--- src/rtl/wb_trace.sv ---
// Retire-side trace buffer for the diad core WB stage.
// Circular capture of retiring instructions with PC-match freeze.
module wb_trace #(
   parameter int PC_W    = 48,
   parameter int INSTR_W = 24,
   parameter int DATA_W  = 24,
   parameter int GP_W    = 4,
   parameter int SR_W    = 2,
   parameter int TICK_W  = 16,
   parameter int DEPTH   = 16,
   parameter int DROP_W  = 8
) (
   input  logic                     iw_clk,
   input  logic                     iw_rst,
   input  logic                     iw_wb_valid,
   input  logic [PC_W-1:0]          iw_wb_pc,
   input  logic [INSTR_W-1:0]       iw_wb_instr,
   input  logic [DATA_W-1:0]        iw_wb_result,
   input  logic [GP_W-1:0]          iw_wb_tgt_gp,
   input  logic [SR_W-1:0]          iw_wb_tgt_sr,
   input  logic                     iw_trig_en,
   input  logic [PC_W-1:0]          iw_trig_pc,
   input  logic                     iw_arm,
   input  logic                     iw_clear,
   input  logic                     iw_ready,
   output logic                     ow_valid,
   output logic [TICK_W-1:0]        ow_tick,
   output logic [PC_W-1:0]          ow_pc,
   output logic [INSTR_W-1:0]       ow_instr,
   output logic [DATA_W-1:0]        ow_result,
   output logic [GP_W-1:0]          ow_tgt_gp,
   output logic [SR_W-1:0]          ow_tgt_sr,
   output logic [$clog2(DEPTH):0]   ow_level,
   output logic [DROP_W-1:0]        ow_drop_cnt,
   output logic                     ow_frozen
);

   localparam int AW = $clog2(DEPTH);
   localparam logic [AW:0] FULL_LVL = (AW+1)'(DEPTH);

   typedef struct packed {
      logic [TICK_W-1:0]  tick;
      logic [PC_W-1:0]    pc;
      logic [INSTR_W-1:0] instr;
      logic [DATA_W-1:0]  result;
      logic [GP_W-1:0]    gp;
      logic [SR_W-1:0]    sr;
   } entry_t;

   typedef enum logic {RUN, FROZEN} state_t;

   entry_t            mem [DEPTH];
   entry_t            head;
   entry_t            wr_entry;
   logic [AW-1:0]     rd_ptr;
   logic [AW-1:0]     wr_ptr;
   logic [AW:0]       level;
   logic [TICK_W-1:0] tick;
   logic [DROP_W-1:0] drop_cnt;
   state_t            state;
   logic              frozen_q;

   logic full;
   logic capture;
   logic pop;
   logic push;
   logic drop;
   logic trig_hit;

   always_comb begin
      full     = (level == FULL_LVL);
      capture  = (state == RUN) && iw_wb_valid && !iw_clear;
      pop      = (level != '0) && iw_ready && !iw_clear;
      // a pop on the same edge frees the slot a full-buffer push needs
      push     = capture && (!full || pop);
      drop     = capture && full && !pop;
      trig_hit = capture && iw_trig_en && (iw_wb_pc == iw_trig_pc);
      wr_entry = '{
         tick:   tick,
         pc:     iw_wb_pc,
         instr:  iw_wb_instr,
         result: iw_wb_result,
         gp:     iw_wb_tgt_gp,
         sr:     iw_wb_tgt_sr
      };
   end

   always_ff @(posedge iw_clk) begin
      if (iw_rst) begin
         for (int i = 0; i < DEPTH; i++) begin
            mem[i] <= '0;
         end
         rd_ptr   <= '0;
         wr_ptr   <= '0;
         level    <= '0;
         tick     <= '0;
         drop_cnt <= '0;
         state    <= RUN;
         frozen_q <= 1'b0;
      end else begin
         tick <= tick + TICK_W'(1);
         if (iw_clear) begin
            rd_ptr   <= '0;
            wr_ptr   <= '0;
            level    <= '0;
            drop_cnt <= '0;
         end else begin
            unique case (state)
               RUN: begin
                  if (trig_hit) begin
                     state    <= FROZEN;
                     frozen_q <= 1'b1;
                  end
               end
               FROZEN: begin
                  if (iw_arm) begin
                     state    <= RUN;
                     frozen_q <= 1'b0;
                  end
               end
               default: begin
                  state    <= RUN;
                  frozen_q <= 1'b0;
               end
            endcase
            if (push) begin
               mem[wr_ptr] <= wr_entry;
               wr_ptr      <= wr_ptr + AW'(1);
            end
            if (pop) begin
               rd_ptr <= rd_ptr + AW'(1);
            end
            if (push && !pop) begin
               level <= level + (AW+1)'(1);
            end else if (pop && !push) begin
               level <= level - (AW+1)'(1);
            end
            if (drop && (drop_cnt != '1)) begin
               drop_cnt <= drop_cnt + DROP_W'(1);
            end
         end
      end
   end

   assign head        = mem[rd_ptr];
   assign ow_valid    = (level != '0);
   assign ow_tick     = head.tick;
   assign ow_pc       = head.pc;
   assign ow_instr    = head.instr;
   assign ow_result   = head.result;
   assign ow_tgt_gp   = head.gp;
   assign ow_tgt_sr   = head.sr;
   assign ow_level    = level;
   assign ow_drop_cnt = drop_cnt;
   assign ow_frozen   = frozen_q;

endmodule

--- config.mk ---
export PLATFORM = sky130hd
export DESIGN_NAME = wb_trace
export DESIGN_NICKNAME = d
export VERILOG_FILES = /design/src/rtl/wb_trace.sv
export SDC_FILE = /design/constraint.sdc
export NUM_CORES = 2
export LEC_CHECK = 0
export ABC_AREA = 1
export BUFFER_PORTS_ARGS = -buffer_cell sky130_fd_sc_hd__buf_2
export CAP_MARGIN = 20
export CELL_PAD_IN_SITES_DETAIL_PLACEMENT = 1
export CELL_PAD_IN_SITES_GLOBAL_PLACEMENT = 1
export CORE_MARGIN = 3
export CORE_UTILIZATION = 46
export DETAILED_ROUTE_END_ITERATION = 6
export PLACE_DENSITY = 0.78
export SYNTH_ARGS = -nofsm -noshare
export SYNTH_HDL_FRONTEND = slang
export SYNTH_SLANG_ARGS = --single-unit
--- constraint.sdc ---
create_clock -name iw_clk -period 5 [get_ports iw_clk]
set_input_delay 1 -clock iw_clk [delete_from_list [all_inputs] [get_ports iw_clk]]
set_output_delay 1 -clock iw_clk [all_outputs]
set_load 0.05 [all_outputs]
==> key figures <==
Floorplanning
  – Num rows: between 150 and 200
  – Num ports: 290
  – Die area: about 0.19 mm^2
  – Core ar.: between 0.15 and 0.2 mm^2
  – Die Wd: around 440 um
  – Die Height: approximately 440 um
  – Starting Density: 46.4%

Place
  – Final GP Congestion: around 0.77
  – Post-DP HPWL: about 160000 um
  – Placed Cells: approximately 10000
  – Buffers on Ports: between 200 and 300

Critical path
  – Crit path cell chain: buf_12, buf_4, a21oi_1, o21ai_0, o21ai_0, o211ai_1, nand2_1, buf_2
  – Reg-to-reg setup timing slack: around 1.3 ns
  – Setup crit end kind: primary output
  – Crit path kind: flip-flop to primary output
  – CP startpoint kind: flip-flop
  – Worst path slowest cell: buf_12
  – Crit path DAT: ~3.7 ns
  – Critical register-to-register path endpoint: mem[1][62]$_SDFFCE_PN0P_
  – Required time worst endpoint: 4.00 ns
  – R2R cell count: 10
  – Reg-to-Reg Start: ow_level[0]$_SDFFE_PP0P_
  – CP max stage delay: 0.74 ns
  – Most frequent cell on the critical path: o21ai_0
  – Crit path max fanout: between 150 and 200

Yosys
  – Register bit count reported by yosys: 1931
  – Synth Area per Inst: approximately 11 um^2
  – Post-synthesis cell type count: 35
  – Ys async rst share: 0%
  – Post-synth EDFFs: 1888
  – Most used DFF post-synth: edfxtp_1
  – Sequential area share after synthesis: 66.0%
  – Gate Count Post-Synth: 7792
  – Syn nets: 7961
  – Synth warn: 0
  – Synth Cell Area: 0.0872 mm^2

Clock network
  – Max H-tree Level: 4
  – Root Buffer: clkbuf_16
  – CTS Buffer Depth: 3
  – Worst skew pair latency: 0.86 ns
  – CTS buffer count: approximately 200
  – Clk pin slew, worst setup/hold paths: around 0.060 ns
  – TritonCTS clock tree: yes
  – Clock sinks: 1931
  – Setup Fix Bufs, Post-CTS: 0
  – PostCTS Resize Cnt: 0
  – Hold buffer count at cts: 0

Global routing
  – Grt met2 use: roughly half
  – First-pass GRT wire length: 421000 um
  – Met1 Track Usage GR: 36.8%
  – Vias in the first global route: 66300
  – Initial antenna violation count: 8
  – Total GRT Usage: between 20% and 30%
  – GR Util met3: 3.96%
  – GRT Residual Overflow: 0
  – Largest net degree at the start of global routing: ~160
  – Busiest grt layer: met2

STA
  – Clock Skews: 0.0298 ns
  – Worst slew pin tran: about 1.2 ns
  – RSZ-0062 raised after global routing: false
  – Final hold slack: 0.456 ns
  – Pins Over Slew Limit: 0
  – Final period util: 94.0%
  – Setup TNS: 0 ns
  – Slew headroom: between 20 and 25%
  – Final setup violation count: 0
  – Fmax: ~210 MHz
  – Count of final hold-check violations: 0
  – Crit path time final: roughly 4.7 ns

Routing
  – Final wirelength: 284000 um
  – DRT antenna net count: 0
  – Vias per cell: 6.00
  – Wire per inst: around 27 um
  – DRC: 0
  – Vias after detailed routing: around 63000
  – Drt first pass iters: 6
  – Initial DRC Count: between 6000 and 7000

Finish
  – Cell Count, Final, Fillers Out: about 10000
  – Area added between synthesis and finish: 10.7%
  – Nets: 7932
  – Layout cell share with drive strength beyond 1: under 10%
  – Most common cell after layout, fill and taps aside: nor2_1
  – Most frequent cells in the layout: 1951 x nor2_1, 1888 x edfxtp_1, 622 x inv_1, 573 x o21ai_0, 499 x a21oi_1

Power and ir drop
  – Maximum vdd drop: roughly 0.00027 V
  – Combinational share of power: 8.9%
  – P per Cell Area: approximately 370 mW/mm^2
  – Switching fraction of total power: ~25%
  – Pint: ~27 mW
  – Sw Pwr: ~9 mW
  – Register share of total power: 51.4%
  – Total power: between 30 and 40 mW
  – Lkg Pwr: approximately 35 nW
  – Clock power frac: ~40%

Min path
  – Min-delay src: ow_frozen$_SDFFE_PP0P_
  – Tightest Hold Check Type: flip-flop to flip-flop
  – Hold path cells: 2
  – Hold EP: ow_frozen$_SDFFE_PP0P_

Run
  – Max cap viols: 0

Run status
  – Outcome: complete, no violations
-- critical path: cells and delay by family (launching register included) --
kind	cells	cell delay [ns]
and+or+nand+nor	1	0.12
buffers and inverters	3	1.46
AOI/OAI and AO/OA	4	0.55
DFF	1	0.60
-- power by group through the flow --
| stage | clock network [mW] | registers [mW] | logic (mW) |
|---|---|---|---|
| 2_1_floorplan | 0 | 18.8 | 2.05 |
| 3_3_place_gp | 0 | 18.8 | 3.07 |
| 3_5_place_dp | 0 | 18.8 | 3.18 |
| 4_1_cts | 14.4 | 18.5 | 3.21 |
| 5_1_grt | 15.0 | 18.5 | 3.44 |
| 6_report | 14.3 | 18.5 | 3.21 |
-- cell families after synthesis --
family                     share of synthesized area (%)
AOI/OAI and AO/OA                                   10.3
xor gates and xnor gates                           0.191
adders and majority gates                          0.181
buffers and inverters                               6.96
DFF                                                 66.0
muxes                                               5.42
and+or+nand+nor                                     10.9
-- area by class of cell --
class	count	area (um^2)
clock buffers	270	5320
flip-flops and latches	1931	57600
well taps	2495	3120
fillers	19800	91500
diodes	2	5.00
inverters	671	2540
multi-input cells	4514	23900
repair buffers	447	3270
clock inverters	95	754
-- stage by stage --
| step | utilization [%] | instance area [um^2] | worst slack (ns) |
|---|---|---|---|
| detailed placement | 48.1 | 90400 | 0.806 |
| global route | 51.3 | 96500 | 0.186 |
| finish | 51.3 | 96500 | 0.302 |
| floorplan | - | 87200 | 1.08 |
| global placement | 48.1 | 90400 | 0.867 |
| CTS | 51.3 | 96500 | 0.303 |
-- layer usage --
layer / vias up / share of wire [%]
met3: 627 / 7.7
met1: 32100 / 38
met5: - / 0.0046
met4: 2 / 4.3
met2: 2931 / 50
li1: 26900 / -
-- state kept, by name (all words and copies together) (netlist names), named ones only --
name / count
mem: 1888
ow_drop_cnt: 8
ow_frozen: 1
ow_level: 5
rd_ptr: 4
state: 1
tick: 16
wr_ptr: 4
-- cell usage after synthesis (all sizes together), types with 3 or more instances --
cell type	n	area (um^2)
a21oi	499	2500
buf	371	2400
clkbuf	305	1140
clkinv	45	169
dfxtp	43	861
edfxtp	1888	56700
ha	11	138
inv	626	2350
mux2i	472	4720
nand2	303	1140
nand3	174	871
nand4	11	68.8
nor2	1956	7360
nor3	11	55.1
nor4	3	18.8
o211ai	473	3550
o21ai	574	2870
xnor2	13	114
xor2	6	52.6
-- worst max-delay path by stage --
| stage | from | endpoint |
|---|---|---|
| after floorplan | iw_clear | mem[3][0]$_SDFFCE_PN0P_ |
| after global placement | iw_ready | mem[8][48]$_SDFFCE_PN0P_ |
| after CTS | flip-flop | ow_tick[0] |
| after global routing | flip-flop | ow_tick[5] |
| final | flip-flop | ow_pc[23] |
| after detailed placement | iw_ready | mem[8][6]$_SDFFCE_PN0P_ |
Note: power is estimated with default switching activity, not from simulation.
